[config.mk]
export PLATFORM = sky130hd
export DESIGN_NAME = ddr2_rd_collect
export DESIGN_NICKNAME = d
export VERILOG_FILES = /design/src/rtl/ddr2_pkg.sv /design/src/rtl/ddr2_rd_collect_fifo.sv /design/src/rtl/ddr2_rd_collect.sv
export SDC_FILE = /design/constraint.sdc
export NUM_CORES = 1
export LEC_CHECK = 0
export CAP_MARGIN = 10
export CORE_AREA = 2 2 353 355
export DETAILED_ROUTE_END_ITERATION = 16
export DIE_AREA = 0 0 355 357
export GPL_TIMING_DRIVEN = 0
export SLEW_MARGIN = 10
export SYNTH_ARGS = -nofsm -noshare
export SYNTH_HDL_FRONTEND = slang
export SYNTH_SLANG_ARGS = --single-unit
[constraint.sdc]
create_clock -name sys_clk -period 6.6 [get_ports sys_clk]
set_input_delay 1.32 -clock sys_clk [delete_from_list [all_inputs] [get_ports sys_clk]]
set_output_delay 1.32 -clock sys_clk [all_outputs]
set_load 0.05 [all_outputs]
[src/rtl/ddr2_pkg.sv]
// Shared definitions for the DDR2 read-return path: MIG command codes,
// the collector FSM state type and a width helper.
package ddr2_pkg;

    localparam logic [2:0] CMD_WRITE = 3'b000;
    localparam logic [2:0] CMD_READ  = 3'b001;

    typedef enum logic [1:0] {
        S_IDLE  = 2'd0,
        S_WAIT  = 2'd1,
        S_BURST = 2'd2,
        S_ERR   = 2'd3
    } rd_state_e;

    // Ceiling log2 with a floor of 1, so the result is always a legal
    // vector width even for a value of 1 or 2.
    function automatic int clog2(input int v);
        int r;
        r = 1;
        while ((1 << r) < v) r++;
        return r;
    endfunction

endpackage

[src/rtl/ddr2_rd_collect_fifo.sv]
// rd_collect_fifo: synchronous first-word-fall-through FIFO.
// Ports: clk, reset (sync, active-low), push/din, pop, head, count, full, empty.
module rd_collect_fifo
    import ddr2_pkg::*;
#(
    parameter int W     = 64,
    parameter int DEPTH = 16,
    parameter int CW    = clog2(DEPTH) + 1
) (
    input  logic          clk,
    input  logic          reset,
    input  logic          push,
    input  logic [W-1:0]  din,
    input  logic          pop,
    output logic [W-1:0]  head,
    output logic [CW-1:0] count,
    output logic          full,
    output logic          empty
);

    localparam int AW = clog2(DEPTH);

    logic [W-1:0]  mem [DEPTH];
    logic [AW-1:0] wr_ptr;
    logic [AW-1:0] rd_ptr;
    logic [CW-1:0] cnt;
    logic          do_push;
    logic          do_pop;

    assign empty = (cnt == '0);
    assign full  = (cnt == CW'(DEPTH));
    assign count = cnt;
    assign head  = mem[rd_ptr];

    // A push into a full FIFO is only taken when a pop frees the slot.
    assign do_pop  = pop && !empty;
    assign do_push = push && (!full || do_pop);

    always_ff @(posedge clk) begin
        if (!reset) begin
            wr_ptr <= '0;
            rd_ptr <= '0;
            cnt    <= '0;
        end else begin
            if (do_push) wr_ptr <= wr_ptr + 1'b1;
            if (do_pop)  rd_ptr <= rd_ptr + 1'b1;
            cnt <= cnt + CW'(do_push) - CW'(do_pop);
        end
    end

    always_ff @(posedge clk) begin
        if (do_push) mem[wr_ptr] <= din;
    end

endmodule

[src/rtl/ddr2_rd_collect.sv]
// ddr2_rd_collect: snoops MIG READ commands, buffers returned beats and
// presents them as a valid/ready stream; rd_stall throttles read issue.
// Ports: sys_clk, reset (sync, active-low), app_af_* snoop, rd_data_*,
// dout/dout_vd/dout_rdy stream, rd_stall, burst_done, rd_err, err_clr.
// Option: DDR2_RD_BYTESWAP_EN byte-reverses dout at the output mux.
module ddr2_rd_collect
    import ddr2_pkg::*;
#(
    parameter int DATA_WIDTH  = 64,
    parameter int BURST_BEATS = 2,
    parameter int FIFO_DEPTH  = 16,
    parameter int MAX_OUTST   = 4
) (
    input  logic                  sys_clk,
    input  logic                  reset,
    input  logic                  app_af_wren,
    input  logic [2:0]            app_af_cmd,
    input  logic                  app_af_afull,
    input  logic                  rd_data_valid,
    input  logic [DATA_WIDTH-1:0] rd_data_fifo_out,
    output logic [DATA_WIDTH-1:0] dout,
    output logic                  dout_vd,
    input  logic                  dout_rdy,
    output logic                  rd_stall,
    output logic                  burst_done,
    output logic                  rd_err,
    input  logic                  err_clr
);

    localparam int CW  = clog2(FIFO_DEPTH) + 1;
    localparam int OW  = clog2(MAX_OUTST) + 1;
    localparam int BCW = clog2(BURST_BEATS);
    localparam int SW  = clog2(FIFO_DEPTH) + clog2(MAX_OUTST) + 2;
    localparam int NB  = DATA_WIDTH / 8;

    rd_state_e            state;
    logic [OW-1:0]        outst;
    logic [OW-1:0]        outst_nxt;
    logic [BCW-1:0]       beat_cnt;
    logic [CW-1:0]        fcnt;
    logic [CW-1:0]        cnt_nxt;
    logic [SW-1:0]        stall_sum;
    logic [DATA_WIDTH-1:0] head;
    logic                 f_full;
    logic                 f_empty;
    logic                 rd_issue;
    logic                 outst_max;
    logic                 inc;
    logic                 ovf;
    logic                 beat_ok;
    logic                 beat_unexp;
    logic                 last_beat;
    logic                 pop_acc;
    logic                 push_acc;
    logic                 drop;
    logic                 err_set;

    assign rd_issue  = app_af_wren && !app_af_afull
                       && (app_af_cmd == CMD_READ);
    assign outst_max = (outst == OW'(MAX_OUTST));
    assign inc       = rd_issue && !outst_max;
    assign ovf       = rd_issue && outst_max;

    // Beats with nothing outstanding have no owner and are discarded.
    assign beat_ok    = rd_data_valid && (outst != '0);
    assign beat_unexp = rd_data_valid && (outst == '0);
    assign last_beat  = beat_ok
                        && (beat_cnt == BCW'(BURST_BEATS - 1));

    assign dout_vd  = !f_empty;
    assign pop_acc  = dout_vd && dout_rdy;
    assign push_acc = beat_ok && (!f_full || pop_acc);
    assign drop     = beat_ok && f_full && !pop_acc;
    assign err_set  = ovf || drop || beat_unexp;

    assign outst_nxt = outst + OW'(inc) - OW'(last_beat);
    assign cnt_nxt   = fcnt + CW'(push_acc) - CW'(pop_acc);
    // Space already held plus space promised to bursts in flight.
    assign stall_sum = SW'(cnt_nxt)
                       + SW'(outst_nxt) * SW'(BURST_BEATS);

    rd_collect_fifo #(
        .W     (DATA_WIDTH),
        .DEPTH (FIFO_DEPTH),
        .CW    (CW)
    ) u_fifo (
        .clk   (sys_clk),
        .reset (reset),
        .push  (beat_ok),
        .din   (rd_data_fifo_out),
        .pop   (pop_acc),
        .head  (head),
        .count (fcnt),
        .full  (f_full),
        .empty (f_empty)
    );

    always_comb begin
        dout = '0;
        if (dout_vd) begin
`ifdef DDR2_RD_BYTESWAP_EN
            for (int i = 0; i < NB; i++)
                dout[8*i +: 8] = head[8*(NB-1-i) +: 8];
`else
            dout = head;
`endif
        end
    end

    always_ff @(posedge sys_clk) begin
        if (!reset) begin
            outst      <= '0;
            beat_cnt   <= '0;
            burst_done <= 1'b0;
            rd_stall   <= 1'b0;
        end else begin
            outst      <= outst_nxt;
            burst_done <= last_beat;
            rd_stall   <= (stall_sum > SW'(FIFO_DEPTH - BURST_BEATS))
                          || (outst_nxt == OW'(MAX_OUTST));
            if (beat_ok)
                beat_cnt <= last_beat ? '0 : beat_cnt + 1'b1;
        end
    end

    always_ff @(posedge sys_clk) begin
        if (!reset) begin
            state  <= S_IDLE;
            rd_err <= 1'b0;
        end else begin
            if (err_set)
                rd_err <= 1'b1;
            else if (err_clr)
                rd_err <= 1'b0;

            if (err_set) begin
                state <= S_ERR;
            end else begin
                unique case (state)
                    S_IDLE:
                        if (rd_issue) state <= S_WAIT;
                    S_WAIT:
                        if (last_beat)
                            state <= (outst_nxt != '0) ? S_WAIT : S_IDLE;
                        else if (beat_ok)
                            state <= S_BURST;
                    S_BURST:
                        if (last_beat)
                            state <= (outst_nxt != '0) ? S_WAIT : S_IDLE;
                    S_ERR:
                        if (err_clr)
                            state <= (outst_nxt == '0) ? S_IDLE : S_WAIT;
                    default:
                        state <= S_IDLE;
                endcase
            end
        end
    end

endmodule
# Word-level counts from Yosys, hierarchy flattened
# Memories as Yosys holds them, arrays and structs flattened. A register that Yosys moved wholly into a read port is not among the register bits.
# Index checks and enable logic that the tools add are counted.
[totals] output_inout_bits=68 register_bits=20 mem_bits_rw=1024 mem_count=1 inputBits=74 elab_cells=59
[mem_list] memory="u_fifo.mem" depth=16 word_bits=64 rd=1 rd_ports_with_merged_regs=1 wr=1 line_no="ddr2_rd_collect_fifo.sv:23" text="logic [W-1:0] mem [DEPTH];"
[op_classes] n_eq_ne=4 n_addsub=10 n_lt_le_gt_ge=1 mux=8 n_reduce_logical=27
[ops] op="2-to-1 mux 64 bit" count=1
[ops] op="logical AND 1 bit" count=13
[ops] op="adder 5 x 1 -> 5 bit" count=2
[ops] op="subtractor 5 x 1 -> 5 bit" count=2
[ops] op="adder 4 x 1 -> 4 bit, second input constant" count=2
[ops] op="2-to-1 mux 4 bit" count=2
[ops] op="adder 5 x 4 -> 6 bit" count=1
[ops] op="equality test 3 bit, second input constant" count=2
[ops] op="> comparator 6 x 4 -> 1 bit, second input constant" count=1
[ops] op="equality test 5 bit, second input constant" count=1
[ops] op="logical NOT 1 bit" count=5
[ops] op="logical NOT 5 bit" count=1
[ops] op="logical OR 1 bit" count=5
[ops] op="2-to-1 mux 1 bit" count=5
[ops] op="adder 3 x 1 -> 3 bit" count=1
[ops] op="equality test 3 x 1 -> 1 bit, second input constant" count=1
[ops] op="logical NOT 3 bit" count=1
[ops] op="nonzero test 3 bit" count=1
[ops] op="subtractor 3 x 1 -> 3 bit" count=1
[ops] op="nonzero test 2 bit" count=1
[ops] op="adder 1 bit, second input constant" count=1

# Logic depth before layout (Yosys ltp)
[logic_depth] word_depth=10 mapped_depth=15

# Cells and area by module
# A second synthesis with hierarchy kept.
[hier_totals] hier_cells=1818 hier_area_um2=40256.1
[by_module_without_submodules] mod="rd_collect_fifo" instances=1 area_per_inst_um2=39151.3 cells_each=1672
[by_module_without_submodules] mod="ddr2_rd_collect" instances=1 area_per_inst_um2=1104.8 cells_each=146

# Worst setup path before layout
# OpenSTA, ideal clock, no wires.
[synth_path] kind="input to register" from="input port rd_data_valid" to="memory u_fifo.mem[4][0], enable pin" path_slack_ns=2.307 required_ns=6.171 t_arrival_ns=3.864 path_buffers=1 path_stages=6 path_cell_list="o31a_1 -> a21boi_0 -> clkbuf_1 -> nand2_1 -> nor2_1 -> and2_1"
[synth_via] elab_chain_len=4
[synth_rtl] item="from (decl)" line_no="ddr2_rd_collect.sv:19" text="input logic rd_data_valid,"
[synth_rtl] item="logical AND 1 bit" line_no="ddr2_rd_collect.sv:65" text="assign beat_ok = rd_data_valid && (outst != '0);"
[synth_rtl] item="logical AND 1 bit" line_no="ddr2_rd_collect_fifo.sv:37" text="assign do_push = push && (!full || do_pop);"
[synth_rtl] item="via u_fifo.do_push" line_no="ddr2_rd_collect_fifo.sv:27" text="logic do_push;"
[synth_rtl] item="2-to-1 mux 1 bit" line_no="ddr2_rd_collect_fifo.sv:52" text="if (do_push) mem[wr_ptr] <= din;"
[synth_rtl] item="2-to-1 mux 1 bit (not written as such)" line_no="ddr2_rd_collect_fifo.sv:52"
[synth_rtl] item="to (decl)" line_no="ddr2_rd_collect_fifo.sv:23"
# The timed path passes the listed nets, and every way through them passes these cells.

==> flow_summary.ini <==
[sta]
timing.slew.headroom_pct = 24.9
period_minus_slack_ps = 5730
fin_crit_sh_pct = 86.8
timing.fmax_mhz = 175
rsz0062_at_grt = no
slew_violations = 0
tightest_slew_ps = 1130
tns_ps = 0
whs_ps = 514
fin_skew_ps = 20.7
finalHoldViolCount = 0
setup_slack_ps = 873
setup_violations = 0

[placed_design]
dp_hpwl_um = 55700
place.gp.congestion = 0.725
io_buffers = 141
place_inst = 3454
pre_cts_ws_ps = 1520
post_dp_cell_area_um2 = 44400

[critical_path]
crit_end = dout[47]
crit_path_end_kind = output pin
reg2reg_to = rd_stall$_SDFF_PN0_
path_class = reg2out
reg2reg_slack_ps = 2910
critPathLaunchType = flip-flop
cp.required_ps = 5280
worstRegToRegCells = 13
r2r-start = u_fifo.count[2]$_SDFF_PN0_
critPathMaxFanout = 10
crit_arrival_ps = 4410

[logic_synthesis]
ys.warnings.count = 0
async_reset_ff_share_pct = 0
synth_area_leaders = edfxtp_1, mux4_2, and2_1
ys_seq_elements = 1048
ys_seq_area_share_pct = 77.3
synth_edf_count = 1024
yosysTopAreaCellShare_pct = 76.1
synth_ff_type = edfxtp_1
yosysUniqueCellTypes = 32
postSynthAreaPerCell_um2 = 24.4
synth_top_cell_by_area = edfxtp_1
syn_nets = 1752
syn_area_um2 = 40400
syn_inst = 1655

[die]
core-area_um2 = 123000
start_util_pct = 32.9
row_count = 129
io_pins = 142
die_h_um = 357
die_area_um2 = 127000
fp.dieW_um = 355

[drt]
num_vias = 18200
via_per_inst = 4.99
drt_iter0_markers = 1800
wl_per_cell_um = 26.3
drc = 0
firstDrtPassIters = 5
wirelength_um = 96200
ant_nets = 0

[clocking]
clock_sinks = 1048
cts_htree_levels = 3
clockRootBuffer = clkbuf_16
post_cts_resized = 0
cts_buffers = 105
cts_hold_buffers = 0
clock_latency_ps = 670
cts_buffer_depth = 3
cts_setup_buffers = 0
path_clk_slew_ps = 60
cts_tree = done

[layout]
fin_nets = 2021
design_area_um2 = 47800
fin_cells = 3656
fillerInstances = 10900
seq_area_um2 = 31200
most-common-layout-cells = edfxtp_1, mux4_2, clkdlybuf4s50_1, clkbuf_16, and2_1
syn_to_final_growth_pct = 18.2
final_common_cell = edfxtp_1
multiInputGateArea_um2 = 8630
drive_gt1_share_pct = 26.8

[hold_path]
hold_class = reg2reg

[run]
maxCapViolations = 0

[run_status]
status = finished, final reports clean

[global_route]
grt-ovfl-total = 0
grt_usage_pct = 15.2
grt_pass1_vias = 19600
grt_max_degree = 40
antenna_found_initial = 22
grt_pass1_wl_um = 138000

[pwr]
p_per_area_nw_per_um2 = 366
peakVddDrop_mv = 0.222
p_leak_nw = 14.4
[cell families (layout without fill, tap and decap cells)]
| group | Yosys count | in the layout | synth area share [%] |
|---|---|---|---|
| flip-flops | 1048 | 1048 | 77.3 |
| XOR/XNOR | 17 | 17 | 0.368 |
| buffers and inverters | 102 | 459 | 1.46 |
| adder cells (fa/ha/maj) | 23 | 23 | 0.787 |
| AO/OA/AOI/OAI | 18 | 18 | 0.313 |
| AND/OR/NAND/NOR | 125 | 125 | 1.90 |
| multiplexers | 322 | 322 | 17.9 |
| other | 0 | 7 | 0 |
[per-stage QoR]
stage               power [mW]  util (%)
floorplan                 10.5         -
global placement          12.0      35.7
detailed placement        12.0      36.1
CTS                       17.7      38.8
global route              18.1      38.8
finish                    17.5      38.8
[cell usage after synthesis, types with 3 or more instances]
cell and count:
buf_6 27, nand2_1 7, a21oi_1 6, and4_1 4
dfxtp_1 24, xor2_1 10, a21boi_0 3, nor2b_1 8
fa_1 4, a21o_1 3, buf_1 18, nor3b_1 3
xnor2_1 7, mux4_2 320, buf_2 3, nor2_1 6
ha_1 19, clkbuf_1 37, edfxtp_1 1024, and2_1 90
inv_1 17
[routing by layer]
layer	GRT usage [%]	wire length, um	up-vias
met5	0	179	-
met4	4.65	2250	32
met3	3.21	7010	175
met2	25.0	46900	614
met1	20.3	39800	9825
li1	-	-	7603
[registers in the layout, summed over array words and instances, names as in the netlist, named ones only]
signal and cells:
u_fifo.count 5, beat_cnt 1, u_fifo.rd_ptr 4, outst 3, u_fifo.wr_ptr 4, rd_stall 1
burst_done 1, rd_err 1, u_fifo.mem 1024
[power by group]
part	internal [mW]	switching (mW)	total, mW	leakage (nW)
clock network	3.28	2.44	5.72	1.62
logic	1.89	2.51	4.40	3.39
registers	7.33	0.0216	7.35	9.40
total	12.5	4.97	17.5	14.4
[cell type report]
cell class                 count  share of cell area [%]
multi-input combinational    505                    18.1
inverter                      17                   0.134
sequential                  1048                    65.4
buffer                        85                    1.10
clock inverter                63                    1.00
tap                         1637                    4.29
timing repair buffer         162                    4.01
clock buffer                 132                    5.96
antenna                        7                  0.0367
[worst max-delay path, stage by stage, from the launching register on]
cell	delay, ps
dfxtp_1	390
clkbuf_1	630
buf_1	770
mux4_2	420
mux4_2	470
and2_1	280
clkdlybuf4s50_1	750
[worst min-delay path by stage]
stage	start	to	slack [ps]	cells after the start
after global routing	beat_cnt$_SDFFE_PN0N_	burst_done$_SDFF_PN0_	530	1
final	beat_cnt$_SDFFE_PN0N_	burst_done$_SDFF_PN0_	510	1
after floorplan	beat_cnt$_SDFFE_PN0N_	burst_done$_SDFF_PN0_	480	1
after global placement	beat_cnt$_SDFFE_PN0N_	burst_done$_SDFF_PN0_	500	1
after detailed placement	beat_cnt$_SDFFE_PN0N_	burst_done$_SDFF_PN0_	500	1
after CTS	beat_cnt$_SDFFE_PN0N_	burst_done$_SDFF_PN0_	520	1
Note: power is estimated with default switching activity, not from simulation.
